$ cat src/rtl/biquad8_pkg.sv
// Shared definitions for the biquad8 coefficient loader: loader state
// encoding, shadow address map bases and chain-tail write addresses.
package biquad8_pkg;

    typedef enum logic [2:0] {
        IDLE   = 3'd0,
        LOAD_F = 3'd1,
        LOAD_G = 3'd2,
        UPDATE = 3'd3,
        DONE   = 3'd4
    } state_t;

    localparam int unsigned ADR_BITS = 5;
    localparam int unsigned F_BASE   = 0;
    localparam int unsigned G_BASE   = 16;

    // Tail addresses of the default-length chains (FLEN=8, GLEN=9).
    localparam logic [ADR_BITS-1:0] F_TAIL_ADR = 5'h07;
    localparam logic [ADR_BITS-1:0] G_TAIL_ADR = 5'h18;

    // Address of the last DSP in a chain starting at base with len taps.
    function automatic logic [ADR_BITS-1:0] tail_adr(input int unsigned base,
                                                     input int unsigned len);
        return ADR_BITS'(base + len - 1);
    endfunction

endpackage

$ cat src/rtl/biquad8_coeff_shadow.sv
// Shadow coefficient store: F entries at F_BASE.., G entries at G_BASE..
// One write port, one registered read port with write-first forwarding,
// and (with BIQUAD8_COEFF_READBACK_EN) a registered readback port.
// Contents are deliberately not reset.
module biquad8_coeff_shadow
    import biquad8_pkg::*;
#(
    parameter int unsigned COEFF_BITS = 18,
    parameter int unsigned FLEN       = 8,
    parameter int unsigned GLEN       = 9
) (
    input  logic                  clk,
    input  logic                  wr_en,
    input  logic [4:0]            wr_adr,
    input  logic [COEFF_BITS-1:0] wr_dat,
    input  logic [4:0]            rd_adr,
    output logic [COEFF_BITS-1:0] rd_dat
`ifdef BIQUAD8_COEFF_READBACK_EN
    ,
    input  logic [4:0]            rb_adr,
    output logic [COEFF_BITS-1:0] rb_dat
`endif
);

    logic [COEFF_BITS-1:0] f_mem [FLEN];
    logic [COEFF_BITS-1:0] g_mem [GLEN];
    logic [COEFF_BITS-1:0] rd_val;

    // Write the addressed entry; unmapped addresses match nothing.
    always_ff @(posedge clk) begin
        if (wr_en) begin
            for (int unsigned k = 0; k < FLEN; k++) begin
                if (wr_adr == ADR_BITS'(F_BASE + k)) f_mem[k] <= wr_dat;
            end
            for (int unsigned k = 0; k < GLEN; k++) begin
                if (wr_adr == ADR_BITS'(G_BASE + k)) g_mem[k] <= wr_dat;
            end
        end
    end

    // Read mux for the transfer port; unmapped addresses read as zero.
    always_comb begin
        rd_val = '0;
        for (int unsigned k = 0; k < FLEN; k++) begin
            if (rd_adr == ADR_BITS'(F_BASE + k)) rd_val = f_mem[k];
        end
        for (int unsigned k = 0; k < GLEN; k++) begin
            if (rd_adr == ADR_BITS'(G_BASE + k)) rd_val = g_mem[k];
        end
    end

    // Registered read; a same-edge write to the read address is forwarded
    // so a write issued together with commit reaches the transfer.
    always_ff @(posedge clk) begin
        rd_dat <= (wr_en && (wr_adr == rd_adr)) ? wr_dat : rd_val;
    end

`ifdef BIQUAD8_COEFF_READBACK_EN
    logic [COEFF_BITS-1:0] rb_val;

    // Readback mux; unmapped addresses read as zero.
    always_comb begin
        rb_val = '0;
        for (int unsigned k = 0; k < FLEN; k++) begin
            if (rb_adr == ADR_BITS'(F_BASE + k)) rb_val = f_mem[k];
        end
        for (int unsigned k = 0; k < GLEN; k++) begin
            if (rb_adr == ADR_BITS'(G_BASE + k)) rb_val = g_mem[k];
        end
    end

    // Readback register: stored value one cycle after the address.
    always_ff @(posedge clk) begin
        rb_dat <= rb_val;
    end
`endif

endmodule

$ cat src/rtl/biquad8_coeff_loader.sv
// Coefficient loader for the pole FIR: software fills a shadow store,
// commit streams F then G (tail entry first) into the B-cascades at the
// chain-tail addresses, then pulses coeff_update_o and done_o.
// Optional readback port: define BIQUAD8_COEFF_READBACK_EN.
module biquad8_coeff_loader
    import biquad8_pkg::*;
#(
    parameter int unsigned COEFF_BITS = 18,
    parameter int unsigned FLEN       = 8,
    parameter int unsigned GLEN       = 9
) (
    input  logic                  clk,
    input  logic                  rst,
    input  logic [4:0]            cfg_adr_i,
    input  logic [COEFF_BITS-1:0] cfg_dat_i,
    input  logic                  cfg_wr_i,
    input  logic                  commit_i,
    output logic                  busy_o,
    output logic                  done_o,
    output logic                  err_o,
    input  logic                  err_clr_i,
    output logic [4:0]            coeff_adr_o,
    output logic                  coeff_wr_o,
    output logic [COEFF_BITS-1:0] coeff_dat_o,
    output logic                  coeff_update_o
`ifdef BIQUAD8_COEFF_READBACK_EN
    ,
    input  logic [4:0]            rd_adr_i,
    output logic [COEFF_BITS-1:0] rd_dat_o
`endif
);

    localparam logic [4:0] F_TAIL = tail_adr(F_BASE, FLEN);
    localparam logic [4:0] G_TAIL = tail_adr(G_BASE, GLEN);

    state_t                state_q, state_d;
    logic [4:0]            cnt_q, cnt_d;
    logic                  err_q, err_d;
    logic [4:0]            shd_rd_adr;
    logic [COEFF_BITS-1:0] shd_rd_dat;
    logic                  shd_wr_en;

    assign shd_wr_en = cfg_wr_i && (state_q == IDLE);

    biquad8_coeff_shadow #(
        .COEFF_BITS (COEFF_BITS),
        .FLEN       (FLEN),
        .GLEN       (GLEN)
    ) u_shadow (
        .clk    (clk),
        .wr_en  (shd_wr_en),
        .wr_adr (cfg_adr_i),
        .wr_dat (cfg_dat_i),
        .rd_adr (shd_rd_adr),
        .rd_dat (shd_rd_dat)
`ifdef BIQUAD8_COEFF_READBACK_EN
        ,
        .rb_adr (rd_adr_i),
        .rb_dat (rd_dat_o)
`endif
    );

    // State, tap counter and sticky error register.
    always_ff @(posedge clk) begin
        if (rst) begin
            state_q <= IDLE;
            cnt_q   <= '0;
            err_q   <= 1'b0;
        end else begin
            state_q <= state_d;
            cnt_q   <= cnt_d;
            err_q   <= err_d;
        end
    end

    // Next state and outputs. The shadow read address is taken from the
    // next tap index so the registered read data lines up with the cycle
    // in which that tap is written out.
    always_comb begin
        state_d        = state_q;
        cnt_d          = cnt_q;
        shd_rd_adr     = '0;
        busy_o         = 1'b0;
        done_o         = 1'b0;
        coeff_wr_o     = 1'b0;
        coeff_update_o = 1'b0;
        coeff_adr_o    = '0;
        coeff_dat_o    = '0;

        case (state_q)
            IDLE: begin
                if (commit_i) begin
                    state_d    = LOAD_F;
                    cnt_d      = 5'(FLEN - 1);
                    shd_rd_adr = F_TAIL;
                end
            end
            LOAD_F: begin
                busy_o      = 1'b1;
                coeff_wr_o  = 1'b1;
                coeff_adr_o = F_TAIL;
                coeff_dat_o = shd_rd_dat;
                if (cnt_q == '0) begin
                    state_d    = LOAD_G;
                    cnt_d      = 5'(GLEN - 1);
                    shd_rd_adr = G_TAIL;
                end else begin
                    cnt_d      = cnt_q - 5'd1;
                    shd_rd_adr = 5'(F_BASE) + cnt_d;
                end
            end
            LOAD_G: begin
                busy_o      = 1'b1;
                coeff_wr_o  = 1'b1;
                coeff_adr_o = G_TAIL;
                coeff_dat_o = shd_rd_dat;
                if (cnt_q == '0) begin
                    state_d = UPDATE;
                end else begin
                    cnt_d      = cnt_q - 5'd1;
                    shd_rd_adr = 5'(G_BASE) + cnt_d;
                end
            end
            UPDATE: begin
                busy_o         = 1'b1;
                coeff_update_o = 1'b1;
                state_d        = DONE;
            end
            DONE: begin
                done_o  = 1'b1;
                state_d = IDLE;
            end
            default: state_d = IDLE;
        endcase

        // Error: commit outside IDLE, or a write dropped while busy.
        // Clear wins over a simultaneous set.
        err_d = err_q;
        if (err_clr_i) begin
            err_d = 1'b0;
        end else if (((state_q != IDLE) && commit_i) || (cfg_wr_i && busy_o)) begin
            err_d = 1'b1;
        end
        err_o = err_q;
    end

endmodule

$ cat config.mk
export PLATFORM = sky130hd
export DESIGN_NAME = biquad8_coeff_loader
export DESIGN_NICKNAME = d
export VERILOG_FILES = /design/src/rtl/biquad8_pkg.sv /design/src/rtl/biquad8_coeff_shadow.sv /design/src/rtl/biquad8_coeff_loader.sv
export SDC_FILE = /design/constraint.sdc
export NUM_CORES = 1
export LEC_CHECK = 0
export CORE_MARGIN = 10
export CORE_UTILIZATION = 58
export CTS_CLUSTER_DIAMETER = 30
export CTS_CLUSTER_SIZE = 24
export DETAILED_ROUTE_END_ITERATION = 10
export GPL_TIMING_DRIVEN = 0
export PLACE_DENSITY = 0.77
export SLEW_MARGIN = 20
export SYNTH_ARGS = -nofsm -noshare
export SYNTH_HDL_FRONTEND = slang
export SYNTH_HIERARCHICAL = 1
export SYNTH_SLANG_ARGS = --single-unit
$ cat constraint.sdc
create_clock -name clk -period 7.7 [get_ports clk]
set_clock_uncertainty 0.05 [all_clocks]
set_input_delay 1.155 -clock clk [delete_from_list [all_inputs] [get_ports clk]]
set_output_delay 1.155 -clock clk [all_outputs]
set_load 0.05 [all_outputs]
# [Yosys cells after proc, flatten, opt, wreduce, memory -nomap -nowiden]
# Memories as Yosys holds them, arrays and structs flattened.
# Index checks and enable logic that the tools add are counted.
[word_totals] reg_bits=27 mem_bits_rw=306 input_bits=28 out_inout_bits=28 wordCells=212 n_memories=2
[op_classes] addsub=2 n_eq_ne=41 muxes=132 reduce_logical=31
[mem_list] name="u_shadow.g_mem" words=9 word_bits=18 read_ports=9 rd_clocked_by_memory_dff=0 write_ports=1 line_no="biquad8_coeff_shadow.sv:26" rtl="logic [COEFF_BITS-1:0] g_mem [GLEN];"
[mem_list] name="u_shadow.f_mem" words=8 word_bits=18 read_ports=8 rd_clocked_by_memory_dff=0 write_ports=1 line_no="biquad8_coeff_shadow.sv:25" rtl="logic [COEFF_BITS-1:0] f_mem [FLEN];"
[op_table] op="2-to-1 mux 18 bit" n=34
[op_table] op="OR reduction 18 bit" n=15
[op_table] op="equality test 5 bit (second input constant)" n=18
[op_table] op="2-to-1 mux 1 bit" n=70
[op_table] op="equality test 5 x 3 -> 1 bit (second input constant)" n=8
[op_table] op="2-to-1 mux 3 bit" n=11
[op_table] op="2-to-1 mux 4 bit" n=8
[op_table] op="one-hot mux 5 bit (3 select lines)" n=2
[op_table] op="2-to-1 mux 5 bit" n=5
[op_table] op="equality test 5 x 2 -> 1 bit (second input constant)" n=4
[op_table] op="zero test 5 bit" n=3
[op_table] op="one-hot mux 3 bit (4 select lines)" n=1
[op_table] op="equality test 5 x 1 -> 1 bit (second input constant)" n=2
[op_table] op="one-hot mux 5 bit (2 select lines)" n=1
[op_table] op="inequality test 2 bit (second input constant)" n=4
[op_table] op="equality test 3 x 2 -> 1 bit (second input constant)" n=2
[op_table] op="AND reduction 3 bit" n=2
[op_table] op="nonzero test 3 bit" n=2
[op_table] op="adder 5 bit (first input constant)" n=1
[op_table] op="equality test 5 bit" n=1
[op_table] op="subtractor 5 x 1 -> 5 bit (second input constant)" n=1
[op_table] op="logical AND 1 bit" n=4
[op_table] op="OR reduction 2 bit" n=2
[op_table] op="equality test 3 x 1 -> 1 bit (second input constant)" n=1
[op_table] op="other kinds (4)" n=4

# [Longest topological paths before layout]
# Gate-level depths: netlist of run 1.
[depth] ltp_word=23 depth_mapped=18 ltp_nobuf=12

# [By module]
# Netlist of run 1, hierarchy kept.
[modules_own_cells] mod="biquad8_coeff_shadow" n_inst=1 cells_per_inst=941 area_per_inst_um2=13392.8 seq_area_each_um2=9549.2
[modules_own_cells] mod="biquad8_coeff_loader" n_inst=1 cells_per_inst=101 area_per_inst_um2=769.5 seq_area_each_um2=180.2

# [Worst setup path after synthesis of run 1]
# OpenSTA, ideal clock, no wires.
[synth_path] path_type="register -> register" startpoint="reg state_q[0]" endpoint="reg u_shadow.rd_dat[10]" setup_ps=74 arrival_time_ps=3147 required_time_ps=7576 setup_slack_ps=4429 path_stages_with_launch=12 path_buffers=4 synth_period_minus_slack_ps=3271 path_cell_list="dfxtp_1 > and2b_1 > nor2b_1 > mux2_2 > buf_4 > buf_6 > buf_6 > nand2_1 > nor2_1 > clkbuf_1 > a221oi_1 > a31oi_1"
[synth_via] elab_chain_len=21 word_cells_on_any_way=42 cone_classes="eq/ne: 19; mux: 19; reduce/logical: 4"
[synth_rtl] element="start: declaration" line_no="biquad8_coeff_loader.sv:36" rtl="state_t state_q, state_d;"
[synth_rtl] element="start signal: assignment" line_no="biquad8_coeff_loader.sv:70" rtl="state_q <= state_d;"
[synth_rtl] element="equality test 3 x 2 -> 1 bit (tied with other cells)" line_no="biquad8_coeff_loader.sv:90" rtl="case (state_q)"
[synth_rtl] element="one-hot mux 5 bit (3 select lines) (*)" line_no="biquad8_coeff_loader.sv:90"
[synth_rtl] element="net shd_rd_adr[4]" line_no="biquad8_coeff_loader.sv:39" rtl="logic [4:0] shd_rd_adr;"
[synth_rtl] element="zero test 5 bit" line_no="biquad8_coeff_shadow.sv:45" rtl="if (rd_adr == ADR_BITS'(F_BASE + k)) rd_val = f_mem[k];"
[synth_rtl] element="2-to-1 mux 18 bit (8 in series)" line_no="biquad8_coeff_shadow.sv:45"
[synth_rtl] element="2-to-1 mux 18 bit (9 in series)" line_no="biquad8_coeff_shadow.sv:48" rtl="if (rd_adr == ADR_BITS'(G_BASE + k)) rd_val = g_mem[k];"
[synth_rtl] element="2-to-1 mux 18 bit (*)" line_no="biquad8_coeff_shadow.sv:55" rtl="rd_dat <= (wr_en && (wr_adr == rd_adr)) ? wr_dat : rd_val;"
[synth_rtl] element="end signal: assignment" line_no="biquad8_coeff_shadow.sv:55"
[synth_rtl] element="end: declaration" line_no="biquad8_coeff_shadow.sv:17" rtl="output logic [COEFF_BITS-1:0] rd_dat"
# The timed path passes the listed nets; every way through them passes the cells marked *.
# A chain may end at the register's enable or synchronous reset.

# [Final worst setup path of run 1]
[layout_path] startpoint="in commit_i" endpoint="reg u_shadow.rd_dat[11]"
[layout_via] elab_chain_len=21 word_cells_on_any_way=39 cone_classes="eq/ne: 17; mux: 20; reduce/logical: 2"
[layout_rtl] element="start: declaration" line_no="biquad8_coeff_loader.sv:17" rtl="input logic commit_i,"
[layout_rtl] element="2-to-1 mux 3 bit (*)" line_no="biquad8_coeff_loader.sv:92" rtl="if (commit_i) begin"
[layout_rtl] element="one-hot mux 5 bit (3 select lines) (*)" line_no="biquad8_coeff_loader.sv:90"
[layout_rtl] element="net shd_rd_adr[1]" line_no="biquad8_coeff_loader.sv:39"
[layout_rtl] element="zero test 5 bit" line_no="biquad8_coeff_shadow.sv:45"
[layout_rtl] element="2-to-1 mux 18 bit (8 in series)" line_no="biquad8_coeff_shadow.sv:45"
[layout_rtl] element="2-to-1 mux 18 bit (9 in series)" line_no="biquad8_coeff_shadow.sv:48"
[layout_rtl] element="2-to-1 mux 18 bit (*)" line_no="biquad8_coeff_shadow.sv:55"
# Marks and branches as above.

==> flow_summary.yaml, run 1 <==
placement:
  place_congestion: 0.906
  dp_slack_ns: 2.99
  port_buffers: 55
  hpwl_um: 26700
synth:
  synth_compound_area_share_pct: 14.1
  syn-num-nets: 1072
  yosysTopAreaCellShare_pct: 64.9
  synth-main-ff-cell: "edfxtp_1"
  async_flop_share_pct: 0
  synth_fa_ha_area_share_pct: 0.177
  synth_top_area_cell: "edfxtp_1"
  ys_seq_area_share_pct: 68.7
  ys_seq_elements: 333
  synth.area.mux_share_pct: 1.47
  synth_xor_xnor_area_share_pct: 0.495
  avgSynthCellArea_um2: 13.6
  synth_top_family_by_area: "compound AO/OA/AOI/OAI gates"
  yosysWarningCount: 6
  netlist_top_cells_area: "edfxtp_1 (65%), dfxtp_1 (3.8%), nor2_1 (2.6%), o21ai_0 (2.1%), a21oi_1 (1.9%)"
  synth_cells: 1042
  syn_area_um2: 14200
  yosys.area_share.simple_pct: 12.0
  synth_edf_count: 306
  synth_cell_types: 81
sta:
  drv_slew: 0
  hold_viol: 0
  rsz0062_at_grt: "no"
  slew-limit-headroom_pct: 38.2
  tns_ns: 0
  worst_pin_slew_ns: 0.928
  report.final.setup_viol: 0
  finalWorstSetupSlack_ns: 3.30
  period_needed_ns: 4.40
  fmax_mhz: 227
  final.period_utilization_pct: 57.1
clock_network:
  cts_setup_buffers: 0
  postCtsHoldBufs: 0
  cts_resized: 0
  clk_latency_ns: 0.56
  cts_max_path_buffers: 3
  numCtsBuffers: 54
  h-tree-depth: 2
  cts.sinks: 333
  tritoncts: "built"
  cts_root_buf: "clkbuf_16"
  clkTransAtPathRegs_ns: 0.05
floorplan:
  coreArea_um2: 24200
  die_w_um: 176
  placementRows: 57
  boundaryPins: 56
  die_area_um2: 31100
  dieHeight_um: 176
  start_util_pct: 58.6
setup_path:
  startpoint_type: "primary input"
  critPathMaxFanout: 10
  reg2reg_depth: 15
  critPathKind: "in2reg"
  rrSetupSlack_ns: 3.36
  arrival_ns: 4.75
  r2r_end: "u_shadow/rd_dat[11]"
  end_kind: "flop"
  crit_required_ns: 8.05
  rr_startpoint: "cnt_q[0]"
global_route:
  antenna_found_initial: 0
  grt_pass1_wl_um: 62100
  grt_pass1_vias: 10210
  grt.total_usage_pct: 26.2
  grt_overflow_total: 0
  grt_max_degree: 20
final_layout:
  n_antenna_cell: 0
  fillCellCount: 1530
  drive_gt1_share_pct: 16.2
  nets: 1198
  syn_to_final_growth_pct: 21.3
hold_path:
  holdPathStages: 2
  hp-class: "reg2reg"
  min_delay_worst_endpoint: "err_o"
  worst_hold_startpoint: "err_o"
route:
  drc: 0
  ant_nets: 0
  wl_per_cell_um: 27.0
  firstDrtPassIters: 6
  wl_um: 41400
  drtIter0Drc: 1773
  via_per_inst: 6.76
  via_count: 10367
power:
  p_per_area_nw_per_um2: 453
  vdd_drop_max_uv: 264
  p_leak_nw: 5.68
run:
  maxCapViolations: 0
status:
  outcome: "finished, final reports clean"
## through the flow
stage / cells / hold WS (ns) / utilization, % / power [mW] / instance area (um^2)
2_1_floorplan: 1042 / 0.421 / - / 4.17 / 14200
3_3_place_gp: 1421 / 0.436 / 62.5 / 5.18 / 15100
3_5_place_dp: 1436 / 0.445 / 63.6 / 5.23 / 15400
4_1_cts: 1534 / 0.452 / 71.1 / 7.65 / 17200
5_1_grt: 1534 / 0.499 / 71.1 / 8.00 / 17200
6_report: 1534 / 0.452 / 71.1 / 7.78 / 17200
## area by class of cell
type                    instances  area, um^2  area share (%)
inverters                       9        33.8           0.197
clock buffers                  62        1400            8.16
well taps                     324         405            2.36
flip-flops and latches        333        9730            56.6
repair buffers                 70         753            4.38
plain buffers                  68         405            2.36
clock inverters                36         408            2.37
multi-input cells             632        4050            23.5
## metal layers
layer / part of all wire (%) / GRT usage [%] / wire (um)
met4: 4.1 / 11.5 / 1680
met2: 47 / 41.0 / 19300
met5: 0 / 0 / 0
met1: 35 / 33.4 / 14600
met3: 14 / 7.69 / 5850
## Yosys cell counts (all sizes together), types with 4 or more instances
cell,number
nor3,22
nor2,101
nand2,42
a221o,8
a32oi,8
o221ai,8
clkbuf,18
and3b,11
nand4b,9
a221oi,21
nand3b,9
nor2b,11
nand3,24
or2,7
o22ai,30
edfxtp,306
o221a,5
nand2b,20
o211ai,8
o32ai,6
inv,8
and2,21
a22oi,20
o21ai,65
a22o,7
o21a,4
mux2i,14
a31oi,21
buf,50
a21oi,53
dfxtp,27
xnor2,6
or3,16
## cells by family (layout without fill, tap and decap cells)
family | count (synthesis) | in the layout
multiplexers | 18 | 18
adder cells (fa/ha/maj) | 2 | 2
XOR/XNOR | 8 | 8
flip-flops | 333 | 333
AND/OR/NAND/NOR | 312 | 312
buffers and inverters | 77 | 245
AO/OA/AOI/OAI | 292 | 292
## report_power, final
group	leakage, nW	internal (mW)	total (mW)	switching [mW]
registers	2.98	2.08	2.11	0.0368
clock network	0.871	1.55	2.38	0.840
logic	1.83	1.10	3.28	2.18
total	5.68	4.72	7.78	3.06
## cells in the final DEF, fill, tap and decap left out, drive strengths merged, types with 7 or more instances in the layout
cell	count
nor3	22
o211ai	8
buf	65
or2	7
clkinv	17
nand3b	9
o21ai	65
nand2b	20
inv	15
mux2i	14
nand2	42
a221o	8
clkbuf	80
a22oi	20
bufinv	7
a221oi	21
nand4b	9
clkdlybuf4s50	55
nor2	101
and2	21
o22ai	30
and3b	11
dfxtp	27
nor2b	11
o221ai	8
or3	16
a31oi	21
a22o	7
nand3	24
a32oi	8
a21oi	53
edfxtp	306
## flip-flops by register name, indices dropped and copies added, names as in the netlist
register         cells
u_shadow/f_mem     144
err_o                1
state_q              3
u_shadow/g_mem     162
cnt_q                5
u_shadow/rd_dat     18
## how the worst max path moves through the flow
stage / start / endpoint / slack [ns]
CTS: commit_i / u_shadow/rd_dat[11] / 3.51
global route: cnt_q[0] / u_shadow/rd_dat[11] / 3.29
global placement: commit_i / u_shadow/rd_dat[11] / 3.01
finish: commit_i / u_shadow/rd_dat[11] / 3.30
floorplan: state_q[0] / u_shadow/rd_dat[10] / 4.43
detailed placement: commit_i / u_shadow/rd_dat[11] / 2.99
## critical path, stage by stage
cell and delay [ns]:
clkdlybuf4s50_1 0.53, nand2_1 0.14, o21a_1 0.17, nor2_1 0.59, buf_6 0.24, nor3b_1 0.39, nand2_1 0.21, clkbuf_1 0.40
o22ai_1 0.34, a31oi_1 0.13, o21ai_0 0.31, a31oi_1 0.12
(Power assumes the default switching activity.)
==> run 2: changes to the inputs <==
- CORE_UTILIZATION: 58 -> 55
- PLACE_DENSITY: 0.77 -> 0.76
- clock period: 7.7 -> 3.7 ns (I/O delays scaled with it)
==> flow_summary.yaml, run 2 (same netlist as run 1, synthesis figures left out) <==
status:
  outcome: "finished, final reports clean"
floorplan:
  die_area_um2: 32600
  coreArea_um2: 25300
  dieHeight_um: 180
  placementRows: 58
  die_w_um: 180
  start_util_pct: 56.1
  boundaryPins: 56
setup_path:
  arrival_ns: 4.04
  crit_required_ns: 4.13
  startpoint_type: "flop"
  end_kind: "flop"
  critPathMaxFanout: 10
  critPathKind: "reg2reg"
power:
  vdd_drop_max_uv: 672
  p_leak_nw: 6.09
  p_per_area_nw_per_um2: 965
global_route:
  grt.total_usage_pct: 25.0
  grt_max_degree: 20
  antenna_found_initial: 1
  grt_overflow_total: 0
  grt_pass1_vias: 10120
  grt_pass1_wl_um: 63100
clock_network:
  clk_latency_ns: 0.56
  h-tree-depth: 2
  tritoncts: "built"
  numCtsBuffers: 55
  cts_root_buf: "clkbuf_16"
  clkTransAtPathRegs_ns: 0.05
  postCtsHoldBufs: 0
  cts_max_path_buffers: 3
  cts.sinks: 333
final_layout:
  syn_to_final_growth_pct: 24.5
  nets: 1201
  final_cells: 1546
  top_register: "u_shadow/g_mem"
  layout_common_cells: "edfxtp_1 (306), nor2_1 (74), clkbuf_16 (57)"
  largest_reg_flops: 162
  n_antenna_cell: 0
  reg_top3: "u_shadow/g_mem: 162 flops, u_shadow/f_mem: 144 flops, u_shadow/rd_dat: 18 flops"
  drive_gt1_share_pct: 20.4
  final_common_cell: "edfxtp_1"
sta:
  final.period_utilization_pct: 97.5
  drv_slew: 0
  report.final.setup_viol: 0
  tns_ns: 0
  worst_pin_slew_ns: 0.777
  slew-limit-headroom_pct: 48.1
  finalWorstSetupSlack_ns: 0.0913
  hold_viol: 0
  fmax_mhz: 277
  period_needed_ns: 3.61
route:
  wl_per_cell_um: 27.3
  wl_um: 42100
  drc: 0
  drtIter0Drc: 1664
  ant_nets: 0
  via_count: 10408
  via_per_inst: 6.73
  firstDrtPassIters: 6
run:
  maxCapViolations: 0
placement:
  dp.cells: 1441
  dp_slack_ns: -0.238
  port_buffers: 55
  hpwl_um: 27100
  place_congestion: 0.937
hold_path:
  hp-class: "reg2reg"
run 2: power by group:
group          switching [mW]  internal (mW)
Combinational            4.75           2.56
Clock                    1.79           3.51
Sequential             0.0742           4.32
Total                    6.61           10.4
run 2: stage by stage:
| step | area [um^2] | hold WS (ns) | power [mW] | util [%] |
|---|---|---|---|---|
| global route | 17600 | 0.469 | 17.5 | 69.8 |
| floorplan | 14200 | 0.421 | 8.68 | - |
| global placement | 15100 | 0.428 | 10.8 | 59.9 |
| CTS | 17400 | 0.446 | 16.4 | 68.9 |
| detailed placement | 15400 | 0.440 | 10.9 | 60.9 |
| finish | 17600 | 0.442 | 17.0 | 69.8 |
run 2: path summary, 6_finish.rpt:
check	end	depth (start not counted)	start	slack [ns]
max	u_shadow/rd_dat[17]	16	cnt_q[0]	0.09
min	err_o	2	err_o	0.44
max reg2reg	u_shadow/rd_dat[17]	16	cnt_q[0]	0.09
min reg2reg	err_o	2	err_o	0.44
run 2: final cells by class:
type	count	area (um^2)
well taps	330	413
plain buffers	62	430
repair buffers	78	842
multi-input cells	632	4230
fillers	1624	7620
flip-flops and latches	333	9730
clock inverters	38	472
clock buffers	64	1480
inverters	9	37.5
run 2: worst max-delay path, cell delays in order (launching register included):
cell and delay, ns:
dfxtp_1 0.38, inv_1 0.08, ha_1 0.21, or4b_1 0.18
buf_6 0.13, o21ai_2 0.08, o21a_1 0.19, nor2_2 0.19
buf_4 0.23, buf_4 0.20, buf_4 0.21, buf_6 0.18
clkbuf_4 0.30, o21ai_0 0.14, a32oi_1 0.32, o21ai_1 0.23
a31oi_1 0.23
run 2: timing repair:
action | CTS | global route
buffers inserted | 3 | 6
endpoints found under the setup margin | 18 | 18
pin swaps | 2 | 11
resized for setup | 20 | 63
run 2: layer usage:
layer / vias to the layer above / wire (um) / global-route usage (%) / share of wire [%]
li1: 4366 / - / - / -
met1: 5024 / 15700 / 32.6 / 37
met2: 859 / 19000 / 38.7 / 45
met3: 157 / 5580 / 6.41 / 13
met4: 2 / 1900 / 11.0 / 4.5
met5: - / 17 / 0 / 0.040
==> run 3: changes to the inputs <==
- CAP_MARGIN: default -> 20
- CORE_UTILIZATION: 55 -> 50
- PLACE_DENSITY: 0.76 -> 0.7
- SKIP_CTS_REPAIR_TIMING: default -> 1
==> flow_summary.yaml, run 3 (same netlist as run 1, synthesis figures left out) <==
global_route:
  grt_pass1_vias: 10162
  grt_max_degree: 20
  grt_pass1_wl_um: 62800
  grt.total_usage_pct: 23.0
  use_met2_pct: 36.1
  met1_usage_pct: 30.2
  grtUsageMet3_pct: 5.41
  antenna_found_initial: 1
  grt_overflow_total: 0
  top_usage_layer: "met2"
setup_path:
  critPathMaxFanout: 10
  crit_required_ns: 4.09
  r2r_end: "u_shadow/rd_dat[8]"
  rrSetupSlack_ns: 0.06
  rr_startpoint: "cnt_q[0]"
  arrival_ns: 4.03
  startpoint_type: "flop"
  end_kind: "flop"
  critPathKind: "reg2reg"
  critical_path.startpoint: "cnt_q[0]"
  reg2reg_depth: 16
hold_path:
  min_delay_worst_endpoint: "err_o"
  hp-class: "reg2reg"
  worst_hold_startpoint: "err_o"
  holdPathStages: 2
clock_network:
  clk_latency_ns: 0.59
  numCtsBuffers: 61
  cts_root_buf: "clkbuf_16"
  clkTransAtPathRegs_ns: 0.05
  h-tree-depth: 2
  cts_max_path_buffers: 3
  cts.sinks: 333
  tritoncts: "built"
route:
  firstDrtPassIters: 7
  drc: 0
  wl_per_cell_um: 26.4
  wl_um: 42400
  drtIter0Drc: 1384
  ant_nets: 0
  via_count: 10327
  via_per_inst: 6.43
floorplan:
  placementRows: 61
  boundaryPins: 56
  die_area_um2: 35500
  start_util_pct: 50.8
  dieHeight_um: 188
  coreArea_um2: 27900
  die_w_um: 188
final_layout:
  drive_gt1_share_pct: 21.0
  syn_to_final_growth_pct: 26.0
  top_register: "u_shadow/g_mem"
  nets: 1205
  fin_area_um2: 17800
  n_antenna_cell: 0
  largest_reg_flops: 162
  reg_top3: "u_shadow/g_mem: 162 flops, u_shadow/f_mem: 144 flops, u_shadow/rd_dat: 18 flops"
  final_common_cell: "edfxtp_1"
  layout_common_cells: "edfxtp_1 (306), nor2_1 (73), clkbuf_16 (61)"
placement:
  port_buffers: 55
  place_congestion: 0.926
  hpwl_um: 27600
  dp_slack_ns: -0.333
  post_dp_cell_area_um2: 15400
power:
  p_leak_nw: 6.18
  p_per_area_nw_per_um2: 970
  vdd_drop_max_uv: 431
sta:
  worst_pin_slew_ns: 0.786
  finalWorstSetupSlack_ns: 0.0620
  report.final.setup_viol: 0
  final.period_utilization_pct: 98.3
  slew-limit-headroom_pct: 47.5
  fmax_mhz: 275
  drv_slew: 0
  hold_viol: 0
  period_needed_ns: 3.64
run:
  maxCapViolations: 0
status:
  outcome: "finished, final reports clean"
==> run 3: critical path, stage by stage, from the launching register on <==
cell and delay [ns]:
dfxtp_1 0.35, inv_1 0.10, ha_1 0.18, or4b_1 0.45, buf_6 0.16, o21ai_2 0.09
o21a_1 0.18, nor2_4 0.06, buf_4 0.20, buf_4 0.18, buf_4 0.19, buf_6 0.16
clkbuf_4 0.25, a221oi_1 0.33, o22ai_1 0.20, o211ai_1 0.22, a31oi_1 0.13
==> run 3: how the worst max path moves through the flow <==
stage / endpoint / slack [ns] / cells after the start
detailed placement: u_shadow/rd_dat[10] / -0.33 / 11
global route: coeff_dat_o[0] / -0.01 / 5
global placement: u_shadow/rd_dat[10] / -0.32 / 10
finish: u_shadow/rd_dat[8] / 0.06 / 16
CTS: u_shadow/rd_dat[5] / -0.33 / 15
floorplan: u_shadow/rd_dat[10] / 0.43 / 11
==> run 3: layer usage <==
layer  up-vias  part of all wire [%]
li1       4389                     -
met1      5072                    38
met2       749                    47
met3       115                    12
met4         2                   3.5
met5         -                 0.038
==> run 3: cell type report <==
cell class,count,area (um^2)
inverter,9,33.8
buffer,63,438
fill,1985,10000
sequential,333,9730
multi-input combinational,632,4240
clock inverter,51,593
clock buffer,64,1540
tap,378,473
timing repair buffer,75,810
==> run 3: stage by stage <==
stage / power (mW) / hold slack (ns) / instances / setup TNS, ns / utilization, %
global placement: 10.9 / 0.427 / 1475 / -4.88 / 54.5
floorplan: 8.68 / 0.421 / 1042 / 0 / -
CTS: 16.7 / 0.445 / 1603 / -3.96 / 63.0
global route: 17.8 / 0.491 / 1605 / -0.0477 / 64.1
finish: 17.3 / 0.441 / 1605 / 0 / 64.1
detailed placement: 11.0 / 0.439 / 1488 / -3.81 / 55.3
==> run 3: power by group <==
part / leakage (nW) / switching, mW / total (mW) / internal, mW
Sequential: 2.98 / 0.0823 / 4.41 / 4.32
Clock: 1.03 / 1.98 / 5.67 / 3.69
Combinational: 2.17 / 4.69 / 7.23 / 2.54
Total: 6.18 / 6.75 / 17.3 / 10.6
